[config.mk]
export PLATFORM = sky130hd
export DESIGN_NAME = c2f_chunk_reader
export DESIGN_NICKNAME = d
export VERILOG_FILES = /design/src/rtl/c2f_chunk_reader.sv
export SDC_FILE = /design/constraint.sdc
export NUM_CORES = 1
export LEC_CHECK = 0
export ABC_AREA = 0
export CORE_MARGIN = 2
export CORE_UTILIZATION = 44
export CTS_CLUSTER_SIZE = 12
export DETAILED_ROUTE_END_ITERATION = 10
export GPL_TIMING_DRIVEN = 0
export PLACE_DENSITY = 0.87
export SYNTH_ARGS = -nofsm -noshare
export SYNTH_HDL_FRONTEND = slang
export SYNTH_SLANG_ARGS = --single-unit
[constraint.sdc]
create_clock -name pcieClk_in -period 4.84 [get_ports pcieClk_in]
set_input_delay 0.968 -clock pcieClk_in [delete_from_list [all_inputs] [get_ports pcieClk_in]]
set_output_delay 0.968 -clock pcieClk_in [all_outputs]
set_load 0.05 [all_outputs]
[src/rtl/c2f_chunk_reader.sv]
// Drains full chunks of the C2F ring RAM as a ready/valid 64-bit word stream
// and acknowledges each chunk to the producer once its last word has left.
module c2f_chunk_reader #(
    parameter int IDX_WIDTH = 2,
    parameter int OFF_WIDTH = 7
) (
    input  logic                           pcieClk_in,
    input  logic                           reset_in,
    input  logic [IDX_WIDTH-1:0]           c2fWrPtr_in,
    output logic [IDX_WIDTH-1:0]           c2fRdPtr_out,
    output logic                           c2fDTAck_out,
    output logic [IDX_WIDTH+OFF_WIDTH-1:0] ramAddr_out,
    input  logic [63:0]                    ramData_in,
    output logic [63:0]                    data_out,
    output logic                           valid_out,
    input  logic                           ready_in,
    output logic                           last_out
);

    typedef enum logic {IDLE, FETCH} state_t;

    localparam logic [OFF_WIDTH-1:0] LAST_OFF = '1;

    state_t                r_state;
    logic [IDX_WIDTH-1:0]  r_fetch_chunk;
    logic [OFF_WIDTH-1:0]  r_fetch_off;
    logic                  r_inflight;
    logic                  r_inflight_last;

    // Two-entry output FIFO: entry 0 is the head and drives the stream ports.
    logic                  r_vld0, r_lst0, r_vld1, r_lst1;
    logic [63:0]           r_dat0, r_dat1;
    logic [IDX_WIDTH-1:0]  r_rd_ptr;
    logic                  r_ack;

    logic                  w_pop;
    logic [1:0]            w_occ;
    logic                  w_credit;
    logic                  w_pending;
    logic                  w_issue;
    logic                  w_fetch_last;
    logic                  w_ld0_tail;
    logic                  w_ld0_ram;
    logic                  w_ld1_ram;

    assign w_pop = r_vld0 & ready_in;

    // A word leaving this cycle frees its slot in time for a read issued now,
    // which is what lets the stream sustain one word per cycle.
    assign w_occ    = {1'b0, r_vld0} + {1'b0, r_vld1} + {1'b0, r_inflight};
    assign w_credit = (w_occ - {1'b0, w_pop}) < 2'd2;

    // IDLE issues offset 0 in the same cycle it sees a pending chunk, giving
    // the two-cycle start latency and no bubble between consecutive chunks.
    assign w_pending    = (r_state == FETCH) || (r_fetch_chunk != c2fWrPtr_in);
    assign w_issue      = w_pending & w_credit;
    assign w_fetch_last = (r_fetch_off == LAST_OFF);

    assign ramAddr_out = {r_fetch_chunk, r_fetch_off};

    // NOTE: sequential state uses non-blocking assignments so every register
    // samples the pre-edge values, independent of statement order.
    always_ff @(posedge pcieClk_in) begin
        if (reset_in) begin
            r_state         <= IDLE;
            r_fetch_chunk   <= '0;
            r_fetch_off     <= '0;
            r_inflight      <= 1'b0;
            r_inflight_last <= 1'b0;
        end else begin
            r_inflight      <= w_issue;
            r_inflight_last <= w_issue & w_fetch_last;
            if (w_issue) begin
                r_fetch_off <= r_fetch_off + OFF_WIDTH'(1);
                if (w_fetch_last) begin
                    r_fetch_chunk <= r_fetch_chunk + IDX_WIDTH'(1);
                    r_state       <= IDLE;
                end else begin
                    r_state <= FETCH;
                end
            end
        end
    end

    assign w_ld0_tail = w_pop & r_vld1;
    assign w_ld0_ram  = r_inflight & ((w_pop & ~r_vld1) | ~r_vld0);
    assign w_ld1_ram  = r_inflight & ((w_pop & r_vld1) | (~w_pop & r_vld0));

    always_ff @(posedge pcieClk_in) begin
        if (reset_in) begin
            r_vld0   <= 1'b0;
            r_lst0   <= 1'b0;
            r_vld1   <= 1'b0;
            r_lst1   <= 1'b0;
            r_ack    <= 1'b0;
            r_rd_ptr <= '0;
        end else begin
            r_vld0 <= w_ld0_tail | w_ld0_ram | (r_vld0 & ~w_pop);
            r_vld1 <= w_ld1_ram | (r_vld1 & ~w_pop);
            if (w_ld0_tail) begin
                r_lst0 <= r_lst1;
            end else if (w_ld0_ram) begin
                r_lst0 <= r_inflight_last;
            end
            if (w_ld1_ram) begin
                r_lst1 <= r_inflight_last;
            end
            r_ack <= w_pop & r_lst0;
            if (w_pop & r_lst0) begin
                r_rd_ptr <= r_rd_ptr + IDX_WIDTH'(1);
            end
        end
    end

    // NOTE: the data registers are not reset; the valid bits qualify them, so
    // clearing 128 bits of payload would buy nothing.
    always_ff @(posedge pcieClk_in) begin
        if (w_ld0_tail) begin
            r_dat0 <= r_dat1;
        end else if (w_ld0_ram) begin
            r_dat0 <= ramData_in;
        end
        if (w_ld1_ram) begin
            r_dat1 <= ramData_in;
        end
    end

    assign data_out     = r_dat0;
    assign valid_out    = r_vld0;
    assign last_out     = r_lst0;
    assign c2fRdPtr_out = r_rd_ptr;
    assign c2fDTAck_out = r_ack;

endmodule

== Word level (Yosys, flattened, before mapping) ==
Cells that the tools add are included.

* Register bits: 147
* Bits of input ports: 69
* Output and inout bits: 78

* Add/subtract/negate cells: 6
* Order comparisons: 1
* Equality and inequality tests: 2
* Multiplexer cells: 5
* Bitwise logic cells: 18
* Reductions and logical operators: 3

{| class="wikitable"
|+ Operators with widths
! kind !! number
|-
| two-way mux 64 bit || 2
|-
| bitwise AND 1 bit || 10
|-
| adder 7 x 1 -> 7 bit, second input constant || 1
|-
| equality test 7 bit, second input constant || 1
|-
| OR 1 bit || 5
|-
| adder 2 x 1 -> 2 bit, second input constant || 2
|-
| two-way mux 1 bit || 3
|-
| inverter 1 bit || 3
|-
| adder 1 x 1 -> 2 bit || 1
|-
| adder 2 x 1 -> 2 bit || 1
|-
| less-than comparator 2 bit, second input constant || 1
|-
| != test 2 bit || 1
|-
| AND reduction 2 bit || 1
|-
| nonzero test 2 bit || 1
|-
| subtractor 2 x 1 -> 2 bit || 1
|-
| logical OR 1 bit || 1
|}

== Logic depth before layout (Yosys ltp) ==
Gate-level depths: netlist (run 1).

* Word-level depth: 6
* Gate-level depth with buffers: 10
* Gate-level depth less buffers: 8

== Least setup slack after synthesis (run 1) ==
OpenSTA, ideal clock, no wires.

* Path type: in2reg
* From: input ready_in
* To: register r_dat0[0], in the netlist data_out[0], enable pin
* Library setup time: 511 ps
* Arrival time: 4218 ps
* Slack: 112 ps
* Stages on the path: 2
* Cell sequence: inv_1 a21oi_1

* Cells in the longest elaborated chain, start to end: 5
* Elaborated cells between the ends (all ways): 6
* Classes of those cells: bitwise (5); reduce/logical (1)

{| class="wikitable"
|+ Ends and longest elaborated chain
! item !! line !! source
|-
| start, declared || 16 || <nowiki>input logic ready_in,</nowiki>
|-
| bitwise AND 1 bit (*) || 46 || <nowiki>assign w_pop = r_vld0 & ready_in;</nowiki>
|-
| bitwise AND 1 bit || 86 || <nowiki>assign w_ld0_ram = r_inflight & ((w_pop & ~r_vld1) | ~r_vld0);</nowiki>
|-
| OR 1 bit || 86 ||
|-
| bitwise AND 1 bit || 86 ||
|-
| nonzero test 2 bit (no source line) (*) || n/a ||
|-
| end signal, assigned || 119 || <nowiki>r_dat0 <= r_dat1;</nowiki>
|-
| end signal, assigned || 121 || <nowiki>r_dat0 <= ramData_in;</nowiki>
|-
| end, declared || 32 || <nowiki>logic [63:0] r_dat0, r_dat1;</nowiki>
|}

Mark *: on every way between the ends. The rest lies on a longest branch, timed or not.
A chain may end at the register's enable or synchronous reset.

== Final worst setup path (run 1) ==
* From: input ready_in
* To: register r_fetch_off[5]

* Cells in the longest elaborated chain, start to end: 4

{| class="wikitable"
|+ Ends and longest elaborated chain
! item !! line !! source
|-
| bitwise AND 1 bit || 46 ||
|-
| subtractor 2 x 1 -> 2 bit || 51 || <nowiki>assign w_credit = (w_occ - {1'b0, w_pop}) < 2'd2;</nowiki>
|-
| less-than comparator 2 bit || 51 ||
|-
| bitwise AND 1 bit || 56 || <nowiki>assign w_issue = w_pending & w_credit;</nowiki>
|-
| end signal, assigned || 74 || <nowiki>r_fetch_off <= r_fetch_off + OFF_WIDTH'(1);</nowiki>
|-
| end, declared || 26 || <nowiki>logic [OFF_WIDTH-1:0] r_fetch_off;</nowiki>
|}

Every way passes these cells.

==> out/qor_table.md, run 1 <==
| Item | Reported |
|---|---|
| Die W | 116 um |
| Buffers inserted by post-CTS timing repair | 0 |
| Count of antenna diodes in the layout | 0 |
| Area growth from synthesis to layout | 42.4% |
| Area of placed instances | 7310 um^2 |
| VDD IR max | 239 uV |
| Required time of the worst setup path | 5.15 ns |
| Clk root buf | sky130_fd_sc_hd__clkbuf_16 |
| Overflow after GRT | 0 |
| Worst min path class | reg -> reg |
| Share of post-route cells with drive strength above 1 | 13.5% |
| Yosys warnings | 0 |
| Final period demand of the worst path | 3.15 ns |
| Max-slew violation count | 0 |
| Slew at the pin closest to its max-slew limit | 0.763 ns |
| Result of the run | finished clean |
| Part of the cycle the worst path needs | 65.0% |
| Net count after synthesis | 373 |
| Sequential area share after synthesis | 76.0% |
| Ys flop type | sky130_fd_sc_hd__edfxtp_1 |
| Final GP Congestion | 0.812 |
| Placed cell count | 622 |
| Final-report hold violation count | 0 |
| Count of hold-fix buffers inserted at cts | 0 |
| Cell repeated most along the worst path | sky130_fd_sc_hd__ha_1 |
| Critical path buffer and inverter count | 4 |
| Number of max-cap violations | 0 |
| Vias in the first global route | 3,475 |
| Number of enable flip-flop cells after synthesis | 128 |
| Share of async-settable or async-resettable flops after synthesis | 0% |
| Number of DRC violations after detailed routing | 0 |
| First-pass GRT wire length | 17,700 um |
| Synthesized instance count | 301 |
| Number of clock sinks | 147 |
| Leakage | 2.76 nW |
| Kind of critical path | in -> reg |
| CP arrival | 3.45 ns |
| Post-cts sizing count | 0 |
| Antenna violations before repair | 0 |
| Vias | 3,247 |
| Slowest cell delay on critical path | 0.42 ns |
| CP endpoint kind | flip-flop |
| Worst slew margin | 49.1% |
| Die Y | 116 um |
| Summed area of non-filler cells in the final layout | 7910 um^2 |
| Effective utilization at floorplan | 44.6% |
| Die footprint | 13,500 um^2 |
| Pin count of the biggest net entering global routing | 34 |
| Number of placed I/O pins | 147 |
| # H-tree levels | 4 |
| Detail Placement HPWL | 7980 um |
| Overall power after layout | 3.29 mW |
| Power per cell area | 416 nW/um^2 |
| Routed Antenna Nets | 0 |
| Final core occ | 63.5% |
| Worst r2r src | valid_out |
| GRT Overall Usage | 17.7% |
| Maximum count of clock buffers along a single path | 2 |
| Seq cells post-synth | 147 |
| Largest driver fanout on the critical path | 10 |
| Avg WL per Cell | 17.6 um |
| Total wire length after detailed routing | 11,500 um |
| Worst Clk Skew | 0.00758 ns |
| Post-CTS clock slew at the launch and capture registers of the worst setup and hold paths | 0.06 ns |
| Final standard cell count with taps included and fillers excluded | 654 |
| Final count of negative-setup-slack endpoints | 0 |
| # port buffers | 146 |
| First-iteration detailed-routing DRC count | 231 |
| TritonCTS clock tree | yes |
| Core outline area | 12,500 um^2 |
| Crit path launch type | input pin |
| Area of the multi-input gates | 1220 um^2 |
| Worst skew pair latency | 0.41 ns |
| Crit-path cells | clkdlybuf4s50_1 > and2_1 > buf_2 > ha_1 > inv_1 > ha_1 > a21oi_4 > xnor2_1 > buf_6 > nor4b_2 > mux2_2 |
| Avg Inst Size Synth | 18.5 um^2 |
| Family of cells with the greatest summed delay on the critical path | buffers and inverters |
| Cell at the slowest stage of the critical path | sky130_fd_sc_hd__clkdlybuf4s50_1 |
| Worst hold path startpoint | r_inflight |
| Count of cell types in the netlist | 35 |
| Sequential cell area in the final layout | 4220 um^2 |
| Startpoint of the most critical setup path | ready_in |
| First drt pass iteration count | 4 |
| Nets | 541 |
| Combined area of all synthesized cells | 5560 um^2 |
| Num CTS Buffers | 17 |
| Fmax | 318 MHz |
| Setup repair after global routing missed its margin | false |
| Vias per cell | 4.96 |
| Filler instances | 887 |
| Cell row count | 41 |
worst paths after layout:
path / cells past startpoint / slack (ns) / to
worst min register to register: 2 / 0.51 / valid_out
worst max register to register: 10 / 2.18 / r_fetch_off[5]
worst min-delay path: 2 / 0.51 / valid_out
worst max-delay path: 11 / 1.69 / r_fetch_off[5]
cell families after synthesis:
logic type	count (synthesis)	share of synthesized area [%]
XOR/XNOR	6	0.946
AO/OA/AOI/OAI	21	2.45
adder cells (fa/ha/maj)	3	0.676
AND/OR/NAND/NOR	37	3.81
multiplexers	69	13.9
flip-flops	147	76.0
buffers and inverters	18	2.16
registers in the layout, indices dropped and copies added (netlist names), 2 cells and up:
name,cells
c2fRdPtr_out,2
data_out,64
r_fetch_off,7
r_dat1,64
r_fetch_chunk,2
cell usage in the layout, fill, tap and decap left out, drive strengths merged, types with 2 or more instances in the layout:
master         count
ha                 3
inv                8
a21oi             11
buf               15
mux2              67
nand2              4
nand4              2
clkbuf            25
o31ai              3
edfxtp           128
clkdlybuf4s50    146
or4                3
mux2i              2
nor2b              2
clkinv             5
or3                3
nor2              11
xor2               5
nor3               2
dfxtp             19
o21ai              3
nand3              5
metal layers:
| metal | GRT usage, % | vias to the layer above | routed length [um] |
|---|---|---|---|
| met1 | 20.1 | 1604 | 4740 |
| met4 | 7.78 | 0 | 215 |
| met5 | 0 | - | 0 |
| met2 | 31.2 | 112 | 6050 |
| li1 | - | 1510 | - |
| met3 | 4.93 | 21 | 531 |
cells in the mapped netlist (3+ instances only):
| master | number | area, um^2 |
|---|---|---|
| sky130_fd_sc_hd__mux2_2 | 16 | 180 |
| sky130_fd_sc_hd__nand3_1 | 4 | 20.0 |
| sky130_fd_sc_hd__nor2_1 | 11 | 41.3 |
| sky130_fd_sc_hd__or3_1 | 3 | 18.8 |
| sky130_fd_sc_hd__or4_1 | 3 | 22.5 |
| sky130_fd_sc_hd__buf_6 | 6 | 67.6 |
| sky130_fd_sc_hd__ha_1 | 3 | 37.5 |
| sky130_fd_sc_hd__o21ai_0 | 3 | 15.0 |
| sky130_fd_sc_hd__mux2_1 | 51 | 574 |
| sky130_fd_sc_hd__xor2_1 | 5 | 43.8 |
| sky130_fd_sc_hd__o31ai_1 | 3 | 22.5 |
| sky130_fd_sc_hd__buf_2 | 3 | 15.0 |
| sky130_fd_sc_hd__nand2_1 | 4 | 15.0 |
| sky130_fd_sc_hd__inv_1 | 6 | 22.5 |
| sky130_fd_sc_hd__edfxtp_1 | 128 | 3840 |
| sky130_fd_sc_hd__a21oi_1 | 10 | 50.1 |
| sky130_fd_sc_hd__dfxtp_1 | 19 | 380 |
where the power goes:
part | leakage, nW | switching [mW] | internal, mW | total, mW
sequential | 1.34 | 0.0298 | 1.47 | 1.50
clock | 0.304 | 0.483 | 0.802 | 1.29
combinational | 1.11 | 0.317 | 0.186 | 0.503
total | 2.76 | 0.829 | 2.46 | 3.29
final cells by class:
| class | instances | area share [%] |
|---|---|---|
| buffer | 12 | 1.23 |
| clock buffer | 25 | 7.09 |
| clock inverter | 7 | 0.475 |
| inverter | 6 | 0.285 |
| multi-input combinational | 136 | 15.5 |
| sequential | 147 | 53.4 |
| tap | 172 | 2.72 |
| timing repair buffer | 149 | 19.3 |
worst reg2reg max path, delay by kind of cell (launching register included):
kind	cells	cell delay [ns]
buffers and inverters	3	0.39
AOI/OAI and AO/OA	1	0.18
muxes	1	0.36
DFF	1	0.53
xor gates and xnor gates	1	0.14
and+or+nand+nor	2	0.46
adders and majority gates	2	0.49
through the flow:
stage / worst slack, ns / setup TNS, ns / hold slack [ns]
2_1_floorplan: 0.112 / 0 / 0.457
3_3_place_gp: -1.95 / -123.92 / 0.469
3_5_place_dp: 1.28 / 0 / 0.501
4_1_cts: 1.71 / 0 / 0.515
5_1_grt: 1.58 / 0 / 0.536
6_report: 1.69 / 0 / 0.512
Note: power is estimated with default switching activity, not from simulation.
==> run 2: changes to the inputs <==
CORE_UTILIZATION = 48   (was 44)
PLACE_DENSITY = 0.9   (was 0.87)
clock period = 2.95 ns   (was 4.84 ns; I/O delays follow)
==> run 2 against run 1 <==
Effect of this change: flip-flop and latch count unchanged; clock skew barely moved; non-clock buffer count unchanged; worst hold slack worse by 0.0089 ns; register-to-register slack got worse by 1.9 ns; global-route usage is 1.7 points higher; sequential share of layout area up 0.67 points.
==> out/qor_table.md, run 2 (synthesized netlist as in run 1, its figures left out) <==
| Item | Reported | vs previous |
|---|---|---|
| Result of the run | finished clean |  |
| Routed Antenna Nets | 0 | unchanged |
| Critical path buffer and inverter count | 4 | unchanged |
| Cell at the slowest stage of the critical path | sky130_fd_sc_hd__clkdlybuf4s50_1 |  |
| Summed area of non-filler cells in the final layout | 7810 um^2 | -1.2% |
| Design internal power | 3.87 mW | +57% |
| Antenna violations before repair | 0 | unchanged |
| Sequential group share of total power | 46.9% | +1.2 points |
| Most utilized layer in the global route result | met2 |  |
| Vias in the first global route | 3,490 | +0.43% |
| Number of max-cap violations | 0 | unchanged |
| Worst hold path startpoint | r_state |  |
| CP endpoint kind | flip-flop |  |
| Switching share of power | 26.3% | +1.1 points |
| Combinational cell fraction of total power | 15.6% | +0.3 points |
| Die Y | 112 um | -4.1% |
| Count of antenna diodes in the layout | 0 | unchanged |
| Num CTS Buffers | 17 | unchanged |
| # port buffers | 146 | unchanged |
| Effective utilization at floorplan | 48.9% | +4.3 points |
| Fmax | 363 MHz |  |
| Commonest cells after routing, fill and taps aside | 146 x sky130_fd_sc_hd__clkdlybuf4s50_1, 128 x sky130_fd_sc_hd__edfxtp_1, 51 x sky130_fd_sc_hd__mux2_1 |  |
| Clock share of power | 37.4% | -1.7 points |
| Final count of negative-setup-slack endpoints | 0 | unchanged |
| Setup repair after global routing missed its margin | false |  |
| Crit path launch type | input pin |  |
| Die W | 112 um | -4.1% |
| Startpoint of the most critical setup path | ready_in |  |
| Worst Clk Skew | 0.00756 ns | -0.0000150 ns |
| Area of placed instances | 7270 um^2 | -0.60% |
| Leakage | 2.70 nW | -2.1% |
| Count of hold-fix buffers inserted at cts | 0 | unchanged |
| Number of clock sinks | 147 | unchanged |
| First-iteration detailed-routing DRC count | 224 | -3.0% |
| Nets | 541 | unchanged |
| Worst slew margin | 51.4% | +2.4 points |
| Worst min path class | reg -> reg |  |
| Buffers inserted by post-CTS timing repair | 0 | unchanged |
| TritonCTS clock tree | yes |  |
| Required time of the worst setup path | 3.25 ns | -1.90 ns |
| Crit-path cells | clkdlybuf4s50_1 > and2_1 > buf_2 > ha_1 > inv_1 > ha_1 > a21oi_4 > xnor2_1 > buf_6 > nor4b_2 > mux2_2 |  |
| Overflow after GRT | 0 | unchanged |
| Die footprint | 12,500 um^2 | -8.1% |
| First drt pass iteration count | 4 | unchanged |
| Post-cts sizing count | 0 | unchanged |
| Global-route met3 utilization | 5.33% | +0.40 points |
| Worst reg-to-reg path cell count | 10 | unchanged |
| Vias | 3,263 | +0.49% |
| # H-tree levels | 4 | unchanged |
| Power per cell area | 672 nW/um^2 | +62% |
| Slew at the pin closest to its max-slew limit | 0.727 ns | -0.0355 ns |
| Area growth from synthesis to layout | 40.6% |  |
| Avg WL per Cell | 18.6 um | +5.5% |
| Max-slew violation count | 0 | unchanged |
| Final GP Congestion | 0.821 | +1.1% |
| Met2 GRT Util | 33.4% | +2.2 points |
| Post-CTS clock slew at the launch and capture registers of the worst setup and hold paths | 0.06 ns | about the same |
| Final period demand of the worst path | 2.75 ns |  |
| Final-report hold violation count | 0 | unchanged |
| Commonest non-fill, non-tap cell in the layout | sky130_fd_sc_hd__clkdlybuf4s50_1 |  |
| Total wire length after detailed routing | 11,600 um | +0.81% |
| Hold Path Cell Cnt | 2 | unchanged |
| Part of the cycle the worst path needs | 93.3% |  |
| CP arrival | 3.05 ns | -0.40 ns |
| Largest driver fanout on the critical path | 10 | unchanged |
| Core outline area | 11,400 um^2 | -8.8% |
| Pin count of the biggest net entering global routing | 35 | +2.9% |
| Global-route track usage on met1 | 23.2% | +3.1 points |
| Placed cell count | 593 | -4.7% |
| Final standard cell count with taps included and fillers excluded | 625 | -4.4% |
| GRT Overall Usage | 19.4% | +1.7 points |
| Clk root buf | sky130_fd_sc_hd__clkbuf_16 |  |
| Slowest cell delay on critical path | 0.41 ns | about the same |
| Family of cells with the greatest summed delay on the critical path | buffers and inverters |  |
| Vias per cell | 5.22 | +5.2% |
| Worst skew pair latency | 0.41 ns | about the same |
| Net switching power figure | 1.38 mW | +67% |
| First-pass GRT wire length | 18,600 um | +5.2% |
| Hold Crit Endpoint | r_state |  |
| Number of placed I/O pins | 147 | unchanged |
| Share of post-route cells with drive strength above 1 | 13.3% | -0.21 points |
| Final core occ | 68.7% | +5.3 points |
| Filler instances | 777 | -12% |
| Hold Worst Slack | 0.503 ns | -0.00887 ns |
| Cell row count | 39 | -4.9% |
| Cell repeated most along the worst path | sky130_fd_sc_hd__ha_1 |  |
| Overall power after layout | 5.25 mW | +60% |
| Maximum count of clock buffers along a single path | 2 | unchanged |
| Slack of the worst reg-to-reg path | 0.33 ns | -1.85 ns |
| Terminus of the critical flop-to-flop path | r_fetch_off[5] |  |
| Number of DRC violations after detailed routing | 0 | unchanged |
| VDD IR max | 344 uV | +44% |
| Detail Placement HPWL | 7940 um | -0.50% |
| Worst r2r src | valid_out |  |
| Kind of critical path | in -> reg |  |
run 2: cell types whose count changed in the layout (fill, tap and decap cells not counted), moves of 2 or more:
cell	before	now
sky130_fd_sc_hd__clkinv_2	5	3
sky130_fd_sc_hd__clkbuf_8	2	0
sky130_fd_sc_hd__inv_4	2	0
sky130_fd_sc_hd__clkinvlp_4	0	6
sky130_fd_sc_hd__clkbuf_16	21	17
run 2: worst reg2reg max path: cells and delay by family, from the launching register on:
| family | cells | cell delay [ns] |
|---|---|---|
| buf+inv | 3 | 0.38 |
| compound gates | 1 | 0.17 |
| flops | 1 | 0.51 |
| simple gates | 2 | 0.45 |
| mux | 1 | 0.36 |
| xor+xnor | 1 | 0.16 |
| fa+ha+maj | 2 | 0.47 |
run 2: routing by layer:
layer | share of wire (%) | vias up
li1 | - | 1503
met1 | 41 | 1615
met2 | 52 | 125
met3 | 5.1 | 20
met4 | 2.0 | 0
met5 | 0 | -
run 2: worst max-delay path by stage:
stage	cells past startpoint	slack (ns)	endpoint
6_report	11	0.20	r_fetch_off[5]
5_1_grt	11	0.05	r_fetch_off[5]
4_1_cts	11	0.21	r_fetch_off[5]
3_5_place_dp	11	-0.24	r_fetch_off[5]
3_3_place_gp	4	-0.68	r_dat1[25]
2_1_floorplan	2	0.18	r_dat1[0]
run 2: cell type report:
type / instances / area [um^2] / area share (%)
sequential: 147 / 4220 / 54.1
timing repair buffer: 149 / 1520 / 19.5
multi-input combinational: 136 / 1220 / 15.7
clock buffer: 19 / 433 / 5.54
tap: 143 / 179 / 2.29
clock inverter: 13 / 111 / 1.43
buffer: 12 / 97.6 / 1.25
inverter: 6 / 22.5 / 0.288
run 2: per-stage QoR:
stage / setup WS, ns / TNS (ns)
5_1_grt: 0.0485 / 0
3_5_place_dp: -0.237 / -0.847
6_report: 0.197 / 0
3_3_place_gp: -0.677 / -61.02
4_1_cts: 0.208 / 0
2_1_floorplan: 0.178 / 0
run 2: power groups by stage:
stage,clock network (mW),logic [mW],registers [mW]
finish,1.97,0.822,2.47
global placement,0,0.785,2.51
global route,2.10,0.857,2.48
detailed placement,0,0.824,2.51
floorplan,0,0.145,2.83
CTS,2.01,0.829,2.47
